<file path="src/rtl/uart_tx_framer.sv">
// UART transmit framer.
// Takes one word per valid/ready handshake and shifts it out as a frame:
// start bit, data bits LSB first, an optional parity bit, then one or two
// stop bits. Each bit is advanced by a single-cycle baud_tick from an
// external baud generator. enable_baud is held high for the whole frame.
//
// state  | meaning
// -------+-----------------------------------------------------------------
// IDLE   | line high, tx_ready high, waiting for tx_valid
// SYNC   | word latched, waiting for the first tick to align the start bit
// START  | driving the start bit (0)
// DATA   | driving data bits LSB first, folding each one into parity
// PARITY | driving the parity bit (only when PARITY_EN)
// STOP   | driving stop bit(s) (1), counting STOP_BITS ticks
module uart_tx_framer #(
    parameter int DATA_BITS  = 8,
    parameter bit PARITY_EN  = 1'b0,
    parameter bit PARITY_ODD = 1'b0,
    parameter int STOP_BITS  = 1
) (
    input  logic                 clk,
    input  logic                 rst,
    input  logic                 baud_tick,
    input  logic                 tx_valid,
    input  logic [DATA_BITS-1:0] tx_data,
    output logic                 tx_ready,
    output logic                 enable_baud,
    output logic                 tx_serial,
    output logic                 tx_busy,
    output logic                 tx_done
);

    // One extra counter bit so the count reaches DATA_BITS without wrapping.
    localparam int               CNT_W     = $clog2(DATA_BITS) + 1;
    localparam logic [CNT_W-1:0] LAST_BIT  = CNT_W'(DATA_BITS);
    localparam logic             LAST_STOP = (STOP_BITS == 2);

    typedef enum logic [2:0] {
        IDLE,
        SYNC,
        START,
        DATA,
        PARITY,
        STOP
    } state_t;

    state_t               state;
    logic [DATA_BITS-1:0] shift_reg;
    logic [CNT_W-1:0]     bit_cnt;
    logic                 parity_acc;
    logic                 stop_cnt;

    // Frame sequencer; every output is a register updated here.
    always_ff @(posedge clk or posedge rst) begin
        if (rst) begin
            state       <= IDLE;
            shift_reg   <= '0;
            bit_cnt     <= '0;
            parity_acc  <= 1'b0;
            stop_cnt    <= 1'b0;
            tx_serial   <= 1'b1;
            tx_ready    <= 1'b1;
            enable_baud <= 1'b0;
            tx_busy     <= 1'b0;
            tx_done     <= 1'b0;
        end else begin
            tx_done <= 1'b0;
            case (state)
                IDLE: begin
                    tx_serial <= 1'b1;
                    if (tx_valid && tx_ready) begin
                        state       <= SYNC;
                        shift_reg   <= tx_data;
                        bit_cnt     <= '0;
                        parity_acc  <= 1'b0;
                        stop_cnt    <= 1'b0;
                        tx_ready    <= 1'b0;
                        tx_busy     <= 1'b1;
                        enable_baud <= 1'b1;
                    end
                end
                SYNC: begin
                    if (baud_tick) begin
                        state     <= START;
                        tx_serial <= 1'b0;
                    end
                end
                START: begin
                    if (baud_tick) begin
                        state      <= DATA;
                        tx_serial  <= shift_reg[0];
                        parity_acc <= shift_reg[0];
                        shift_reg  <= shift_reg >> 1;
                        bit_cnt    <= CNT_W'(1);
                    end
                end
                DATA: begin
                    if (baud_tick) begin
                        if (bit_cnt == LAST_BIT) begin
                            if (PARITY_EN) begin
                                state     <= PARITY;
                                tx_serial <= parity_acc ^ PARITY_ODD;
                            end else begin
                                state     <= STOP;
                                tx_serial <= 1'b1;
                                stop_cnt  <= 1'b0;
                            end
                        end else begin
                            tx_serial  <= shift_reg[0];
                            parity_acc <= parity_acc ^ shift_reg[0];
                            shift_reg  <= shift_reg >> 1;
                            bit_cnt    <= bit_cnt + 1'b1;
                        end
                    end
                end
                PARITY: begin
                    if (baud_tick) begin
                        state     <= STOP;
                        tx_serial <= 1'b1;
                        stop_cnt  <= 1'b0;
                    end
                end
                STOP: begin
                    tx_serial <= 1'b1;
                    if (baud_tick) begin
                        if (stop_cnt == LAST_STOP) begin
                            state       <= IDLE;
                            tx_done     <= 1'b1;
                            tx_ready    <= 1'b1;
                            tx_busy     <= 1'b0;
                            enable_baud <= 1'b0;
                        end else begin
                            stop_cnt <= 1'b1;
                        end
                    end
                end
                default: begin
                    state     <= IDLE;
                    tx_serial <= 1'b1;
                end
            endcase
        end
    end

endmodule

</file>
<file path="config.mk">
export PLATFORM = sky130hd
export DESIGN_NAME = uart_tx_framer
export DESIGN_NICKNAME = d
export VERILOG_FILES = /design/src/rtl/uart_tx_framer.sv
export SDC_FILE = /design/constraint.sdc
export NUM_CORES = 1
export LEC_CHECK = 0
export ABC_CLOCK_PERIOD_IN_PS = 4600
export CAP_MARGIN = 10
export CORE_AREA = 2 2 62 64
export CTS_BUF_LIST = sky130_fd_sc_hd__clkbuf_8
export CTS_CLUSTER_DIAMETER = 50
export DETAILED_ROUTE_END_ITERATION = 8
export DIE_AREA = 0 0 64 66
export SYNTH_ARGS = -nofsm -noshare
export SYNTH_HDL_FRONTEND = slang
export SYNTH_SLANG_ARGS = --single-unit
</file>
<file path="constraint.sdc">
create_clock -name clk -period 4.6 [get_ports clk]
set_input_delay 0.46 -clock clk [delete_from_list [all_inputs] [get_ports clk]]
set_output_delay 0.46 -clock clk [all_outputs]
set_load 0.03 [all_outputs]
</file>
==> results.md <==
* Status: finished clean
* Die Y at approximately 66 um
* Worst Max-Slew Pin Slew at around 740 ps
* Total wire length at roughly 2000 um
* Core Box Area at ~0.0036 sq mm
* Period minus WS final at ~2000 ps
* Area grow syn2layout at 22.1%
* Cell variety after synth at 34
* Crit path DAT at 2120 ps
* Synth area leaders: dfrtp_1, mux2i_1, dfstp_2
* Fin nets at ~130
* Startpoint Class: input pin
* Max Freq at ~0.51 GHz
* Max reg flops at 8
* Avg Synthesized Cell Area at 10.5 sq um
* Vias at 761
* EDFF count, synth at 0
* Hold WS at roughly 500 ps
* Level count of the clock H-tree at 1
* DRC at 0
* Dpl cell area at 0.00121 sq mm
* Fill count at approximately 370
* Crit path max fanout at 18
* Setup violations, final at 0
* Die width at 64 um
* Leakage power at between 0.5 and 0.6 nW
* Root buffer cell: clkbuf_8
* Setup repair bufs after CTS at 0
* WP data required at around 4800 ps
* Initial antenna violation count at 0
* Total track usage at roughly a tenth
* ANT nets after route at 0
* Critical path class: in -> reg
* Synth area leader: dfrtp_1
* Mapped cell area at a little over 0.001 sq mm
* Initial drt markers at 45
* Vias in the first global route at roughly 720
* HPWL Detailed at about 1400 um
* TritonCTS Buffers at 3
* Post-Place Setup Slack at 2350 ps
* Seq/Total Area, Yosys at a little under half
* Commonest non-fill, non-tap cell in the layout: dfrtp_1
* Primary FF master, synth: dfrtp_1
* Max-cap viol count at 0
* DR WL/cell at roughly 13 um
* Final worst setup slack at 2630 ps
* Worst hold path class: reg -> reg
* CTS tree: yes
* Cell area power density at between 600 and 700 mW/mm^2
* Synth top area share at around two fifths
* # IOs at 17
* Synthesis-stage register bit count at 19
* Grt ovf at 0
* Site Rows at 22
* Final count of pins violating max slew at 0
* GP Congestion at roughly 0.80
* RSZ-0062 raised after global routing: false
* Synthesis warning total at 0
* Share of flip-flops with an asynchronous set or reset at 100%
* PostCTS Resize Cnt at 0
* Layout cells sized above 1 at 9.91%
* Die area at 0.00422 sq mm
* Post-route non-filler standard cell count at approximately 160
* Global-route wire length before repair at 3260 um
* Final worst path period share at 42.9%
* N_diodes at 0
* Largest net degree at the start of global routing at 20
* Relative slew margins at between 50% and 60%
* Cts hold-fix bufs at 0
* Initial core utilization at around 29%
* Placed insts at around 160
* Endpoint class of the critical path: register
* Synthesized instance count at 98
* Syn nets at about 110
* CTS max path bufs at 2
* CTS clk-pin slew, worst paths at 80 ps
* Skew-Pair Late Insertion Delay at 260 ps
* Fin. Hold Viols at 0
* Post-route cell area at 0.00125 sq mm
* Sinks on Clock Net at 19
* Final TNS setup at 0 ps
* Peak supply drop at about 0.18 mV
* DR vias/cell at about 4.8
* TritonRoute pass-1 iters at 4
* Clk_skew at ~12 ps
* Port bufs at 16
* Commonest non-fill, non-tap cells in the layout: dfrtp_1, clkdlybuf4s50_1, mux2i_1
==> worst max-delay path: stages <==
cell             delay [ps]
clkdlybuf4s50_1         590
nand2_1                 130
a21oi_4                 470
nand2_4                 120
a221o_1                 350
==> final timing paths <==
kind | startpoint | end | slack (ps) | cells after the start
worst max-delay path | baud_tick | bit_cnt[3] | 2630 | 5
worst min-delay path | shift_reg[7] | shift_reg[7] | 500 | 1
worst max register to register | state[1] | bit_cnt[3] | 2720 | 4
worst min register to register | shift_reg[7] | shift_reg[7] | 500 | 1
max in group asynchronous | rst | tx_busy | 3500 | 2
min in group asynchronous | rst | shift_reg[4] | 620 | 2
==> cell type report <==
cell class	instances	area, sq um	area share, %
Inverter	6	22.5	1.80
Timing Repair Buffer	16	160	12.8
Clock buffer	3	41.3	3.30
Clock inverter	1	5.00	0.400
Sequential cell	19	478	38.2
Tap cell	48	60.1	4.80
Multi-Input combinational cell	66	485	38.8
==> kinds of logic (layout without fill, tap and decap cells) <==
kind of cell / count (synthesis) / count (layout) / synth area share (%)
XOR/XNOR: 2 / 2 / 1.71
AND/OR/NAND/NOR: 25 / 25 / 15.0
flip-flops: 19 / 19 / 46.6
buffers and inverters: 13 / 26 / 6.10
multiplexers: 10 / 10 / 9.88
AO/OA/AOI/OAI: 27 / 27 / 18.3
adder cells (fa/ha/maj): 2 / 2 / 2.44
==> through the flow <==
stage / utilization (%) / power [mW]
floorplan: - / 0.646
global placement: 34.0 / 0.717
detailed placement: 34.0 / 0.731
CTS: 35.3 / 0.850
global route: 35.3 / 0.906
finish: 35.3 / 0.842
==> synthesized netlist by cell type, drive strengths merged (2+ instances only) <==
| cell | instances |
|---|---|
| inv | 6 |
| mux2i | 9 |
| dfstp | 2 |
| nor3 | 2 |
| buf | 7 |
| xor2 | 2 |
| nand2 | 4 |
| a21oi | 9 |
| nand3 | 2 |
| nor3b | 2 |
| nor2 | 6 |
| ha | 2 |
| o22ai | 2 |
| a221o | 2 |
| dfrtp | 17 |
| o21bai | 2 |
| nand3b | 2 |
| a31oi | 7 |
| nand2b | 2 |
==> where the power goes <==
group	internal, mW	total [mW]	leakage, nW	switching, mW
clock network	0.0602	0.117	0.0255	0.0571
registers	0.249	0.335	0.224	0.0854
logic	0.189	0.389	0.287	0.201
total	0.498	0.842	0.536	0.343
==> routing by layer <==
layer,track usage (%),wire (um)
met5,0,0
met3,1.19,56
met2,17.3,898
met4,7.34,55
met1,11.7,980
Power figures use the tool's default switching activity.
